==> src/rtl/clock_pkg.sv <==
// clock_pkg: digit-scan constants and types shared by the display scan and the digit demux.
package clock_pkg;
  localparam int NUM_DIGITS = 4;
  localparam int SEL_W = 2;
  localparam int BCD_W = 4;
  typedef logic [SEL_W-1:0] digit_idx_t;
  function automatic logic [BCD_W-1:0] nibble(input logic [NUM_DIGITS*BCD_W-1:0] v, input digit_idx_t i);
    return v[i*BCD_W +: BCD_W];
  endfunction
endpackage

==> src/rtl/tick_gen.sv <==
// tick_gen: enabled prescale counter with terminal-count pulse and look-ahead next value.
module tick_gen #(
  parameter int PRESCALE = 100000,
  parameter int CNT_W = 17
) (
  input  logic             clk,
  input  logic             rst_n,
  input  logic             en,
  output logic [CNT_W-1:0] count,
  output logic [CNT_W-1:0] next,
  output logic             tc
);
  assign tc = en && count == CNT_W'(PRESCALE - 1);
  assign next = !en ? count : tc ? '0 : count + 1'b1;
  always_ff @(posedge clk) begin
    if (!rst_n) count <= '0;
    else count <= next;
  end
endmodule

==> src/rtl/display_scan.sv <==
// display_scan: four-digit multiplex scan with per-slot blanking and frame-latched display data.
module display_scan
  import clock_pkg::*;
#(
  parameter int PRESCALE = 100000,
  parameter int BLANK_CYCLES = 1000,
  parameter int CNT_W = 17
) (
  input  logic                        clk,
  input  logic                        rst_n,
  input  logic                        en,
  input  logic [NUM_DIGITS*BCD_W-1:0] digits_in,
  input  logic [NUM_DIGITS-1:0]       dp_in,
  output logic [SEL_W-1:0]            digit_sel,
  output logic [BCD_W-1:0]            digit_bcd,
  output logic                        dp_out,
  output logic                        blank,
  output logic                        frame_tick
);
  if (PRESCALE < 2 || BLANK_CYCLES >= PRESCALE || (64'd1 << CNT_W) < 64'(PRESCALE)) begin : g_bad_params
    $error("display_scan: illegal PRESCALE/BLANK_CYCLES/CNT_W");
  end
  localparam logic [CNT_W-1:0] BLANK_C = CNT_W'(BLANK_CYCLES);
  logic [CNT_W-1:0] count, next;
  logic tc, wrap, load, loaded;
  digit_idx_t sel_n;
  logic [NUM_DIGITS*BCD_W-1:0] shadow, shadow_n;
  logic [NUM_DIGITS-1:0] dp_sh, dp_sh_n;
  tick_gen #(.PRESCALE(PRESCALE), .CNT_W(CNT_W)) u_tick (
    .clk(clk), .rst_n(rst_n), .en(en), .count(count), .next(next), .tc(tc)
  );
  // The first enabled cycle after reset fills the shadow so the display is never stuck at zero for a frame.
  always_comb begin
    wrap = tc && digit_sel == digit_idx_t'(NUM_DIGITS - 1);
    load = en && (!loaded || wrap);
    sel_n = tc ? digit_sel + 1'b1 : digit_sel;
    shadow_n = load ? digits_in : shadow;
    dp_sh_n = load ? dp_in : dp_sh;
  end
  always_ff @(posedge clk) begin
    if (!rst_n) begin
      loaded <= 1'b0;
      shadow <= '0;
      dp_sh <= '0;
      digit_sel <= '0;
      digit_bcd <= '0;
      dp_out <= 1'b0;
      blank <= 1'b1;
      frame_tick <= 1'b0;
    end else begin
      loaded <= loaded | en;
      shadow <= shadow_n;
      dp_sh <= dp_sh_n;
      digit_sel <= sel_n;
      digit_bcd <= nibble(shadow_n, sel_n);
      dp_out <= dp_sh_n[sel_n];
      blank <= !en || next < BLANK_C;
      frame_tick <= wrap;
    end
  end
endmodule

==> config.mk <==
export PLATFORM = sky130hd
export DESIGN_NAME = display_scan
export DESIGN_NICKNAME = d
export VERILOG_FILES = /design/src/rtl/clock_pkg.sv /design/src/rtl/tick_gen.sv /design/src/rtl/display_scan.sv
export SDC_FILE = /design/constraint.sdc
export NUM_CORES = 1
export LEC_CHECK = 0
export BUFFER_PORTS_ARGS = -buffer_cell sky130_fd_sc_hd__clkbuf_2
export CAP_MARGIN = 20
export CELL_PAD_IN_SITES_DETAIL_PLACEMENT = 0
export CELL_PAD_IN_SITES_GLOBAL_PLACEMENT = 1
export CORE_MARGIN = 8
export CORE_UTILIZATION = 40
export DETAILED_ROUTE_END_ITERATION = 12
export PLACE_DENSITY_LB_ADDON = 0.1
export SYNTH_ARGS = -nofsm -noshare
export SYNTH_HDL_FRONTEND = slang
export SYNTH_SLANG_ARGS = --single-unit
export TNS_END_PERCENT = 5
==> constraint.sdc <==
create_clock -name clk -period 3.4 [get_ports clk]
set_clock_uncertainty 0.2 [all_clocks]
set_input_delay 0.68 -clock clk [delete_from_list [all_inputs] [get_ports clk]]
set_output_delay 0.68 -clock clk [all_outputs]
set_load 0.01 [all_outputs]
==> results by group <==
Timing
  – Worst-Margin Slew: 0.914 ns
  – Period utilisation layout: 84.9%
  – Setup-failing EPs final: 0
  – Crit path setup slack, layout: 0.513 ns
  – Setup TNS: 0 ns
  – F_max: ~0.35 GHz
  – Post-route minimum period: 2.89 ns
  – RSZ-0062 raised after global routing: no
  – Fin. Hold Viols: 0
  – Max-slew violations: 0
  – Worst slew margin: 38.9%

Worst setup path
  – Worst Setup Path Type: flop to flop
  – CP max FO: 28
  – R2r setup slk: around 0.5 ns
  – CP Data Arrival Time: around 2.9 ns
  – Critical Path RT: 3.40 ns
  – Nature of the critical path startpoint: flop
  – Crit. End Element: flop

Pwr
  – Switching pwr: 0.268 mW
  – Power Total: about 1.1 mW
  – Pint: 0.799 mW
  – Cell Pwr Density: 366 mW/mm2
  – Switching portion of total power: 25.1%
  – Reg power frac: 54.5%
  – Leak: 1.18 nW
  – VDD IR-drop max: 0.201 mV
  – Clock power frac: 36.1%
  – Logic pwr share: 9.4%

Placed design
  – HPWL after DPL: 4.93 mm
  – Area after DPL: 0.00282 mm2
  – Final GP Congestion: slightly above 0.9
  – # port buffers: 31
  – Pre-CTS WS: between 0.2 and 0.25 ns
  – Placed insts: between 400 and 500

Global routing
  – Vias in the first global route: 2247
  – Largest net degree at the start of global routing: 29
  – Global route total overflow: 0
  – Total track usage: 15.4%
  – First-pass GRT wire length: 11.3 mm
  – Initial antenna violation count: 0

Yosys
  – Mux cell area share after synthesis: 5.48%
  – Post-synth EDFFs: 0
  – Synth Area in Compound Gates: between 20% and 30%
  – Mapped Cells: 326
  – Syn avg cell area: 7.91 um2
  – Syn Std Cell Area: 0.00258 mm2
  – Cell variety after synth: 48
  – Yosys warnings: 0
  – Flops & latches, synth: between 40 and 50
  – Register area share after synthesis: 36.5%
  – Post-synthesis adder-cell area fraction: 0.970%
  – Simple-Gate Fraction of Synth Area: 27.6%
  – Fraction of synthesized cell area in xor and xnor cells: 4.75%
  – Largest family of logic cells by synthesized area: simple AND/OR/NAND/NOR gates
  – Syn Nets: approximately 350
  – Most used flip-flop cell after synthesis: dfxtp_1
  – Async S/R FF share, synth: 0%

Clock tree
  – H-Tree Depth: 2
  – Number of post-CTS setup repair buffers: 0
  – Clk root buf: clkbuf_8
  – Clock slew at reported path FFs: 0.09 ns
  – Skew-Pair Late Insertion Delay: 0.30 ns
  – CTS tree: built
  – Post-CTS Hold Buffers: 0
  – TritonCTS buffer count: 5
  – CTS Buffer Depth: 2
  – CTS sink cnt: 47
  – Post-CTS resize count: 0

Die
  – Die H: 96.3 um
  – Core ar.: approximately 0.0063 mm2
  – Initial Util: 41.1%
  – Die X: ~96 um
  – Total die area: 0.00927 mm2
  – # IOs: 32
  – Row cnt: 29

Route
  – DRT antenna net count: 0
  – DR pass1 iterations: 4
  – DRT iter0 DRCs: 92
  – Vias per inst: 5.44
  – Per-cell routed wire length: around 16 um
  – Vias post-DR: around 2400
  – Drt total wl: 6.80 mm
  – DRC: 0

Cells and area
  – Final Instance Count excl. Fillers: roughly 430
  – Share of layout cells above drive strength 1: 18.3%
  – N_diodes: 0
  – Final instance area: 0.00292 mm2
  – Nets: 380
  – P&R area growth vs syn: 13.2%

Min path
  – Min-Delay Path Class: flop to flop

Flow run
  – Maxcap violations: 0

Status
  – Status: completed
## path summary, 6_finish.rpt
| kind | startpoint | to | cells past startpoint |
|---|---|---|---|
| setup / recovery | u_tick.count[0]$_SDFFE_PN0P_ | digit_bcd[2]$_SDFF_PN0_ | 7 |
| hold / removal | shadow[7]$_SDFF_PN0_ | shadow[7]$_SDFF_PN0_ | 2 |
| hold reg to reg | shadow[7]$_SDFF_PN0_ | shadow[7]$_SDFF_PN0_ | 2 |
| setup reg to reg | u_tick.count[0]$_SDFFE_PN0P_ | digit_bcd[2]$_SDFF_PN0_ | 7 |
## per-layer routing
layer  track usage (%)  share of wire [%]  vias up
met5                 0                  0        -
met4              3.66               0.62        0
met3              3.74                4.2        4
met2              24.5                 46       37
met1              20.3                 49     1101
li1                  -                  -     1214
## power by group through the flow
stage	clock, mW	sequential (mW)	combinational [mW]
2_1_floorplan	0	0.593	0.0637
3_3_place_gp	0	0.595	0.102
3_5_place_dp	0	0.594	0.102
4_1_cts	0.394	0.582	0.103
5_1_grt	0.413	0.584	0.114
6_report	0.385	0.581	0.101
## stage by stage
step                      hold WS, ns  util (%)
after global routing            0.280      46.5
after floorplan                 0.231         -
after global placement          0.246      44.9
final                           0.262      46.5
after detailed placement        0.249      44.9
after CTS                       0.261      46.5
## logic make-up after synthesis
logic type      Yosys count
fa+ha+maj                 2
xor+xnor                 14
simple gates            148
flops                    47
buf+inv                  26
compound gates           77
mux                      12
## cells in the final DEF (no fill, tap or decap), types with 2 or more instances in the layout
master,synthesis,layout
dfxtp_1,47,47
buf_4,2,10
nor2_1,25,25
clkbuf_8,0,7
a31oi_1,2,2
a22oi_1,4,4
o22ai_1,2,2
nor3_1,9,9
mux2_4,4,4
xor2_1,7,7
a311oi_1,4,4
ha_1,2,2
nor4_1,5,5
o21ai_0,7,7
a211oi_1,14,14
nand4_2,2,2
nand4_1,4,4
nand2_1,72,72
nand2_4,2,2
nand2b_1,3,3
nor2b_1,2,2
and3_1,2,2
xnor2_1,7,7
a211o_1,5,5
inv_1,5,5
and4_1,2,2
a21oi_1,32,32
mux2i_1,7,7
clkbuf_2,0,31
nand3_1,13,13
## synthesized netlist by cell type (all sizes together) (7+ instances only)
library cell	number	area, um2
a21oi	32	160
clkbuf	9	33.8
o21ai	8	51.3
nand2	74	293
xor2	7	61.3
buf	10	52.6
dfxtp	47	941
nand3	13	65.1
nor3	10	55.1
xnor2	7	61.3
mux2i	7	70.1
a211oi	14	105
nor2	25	93.8
## cell type report
| type | instances | area (um2) |
|---|---|---|
| clock buffer | 8 | 100 |
| timing repair buffer | 41 | 230 |
| sequential | 47 | 941 |
| fill | 635 | 3360 |
| tap | 77 | 96.3 |
| multi-input combinational | 253 | 1530 |
| inverter | 7 | 26.3 |
## state kept, by name, indices dropped and copies added (netlist names)
register	flops
blank	1
digit_bcd	4
digit_sel	2
dp_out	1
dp_sh	4
frame_tick	1
loaded	1
shadow	16
u_tick.count	17
## worst max-delay path: stages, from the launching register on
cell     delay, ns
dfxtp_1       0.40
ha_1          0.26
nand4_2       0.19
nor3_2        0.49
a41oi_4       0.50
mux2i_1       0.35
mux2i_1       0.11
a211o_1       0.29
No activity file was read; power rests on OpenSTA's default activity.
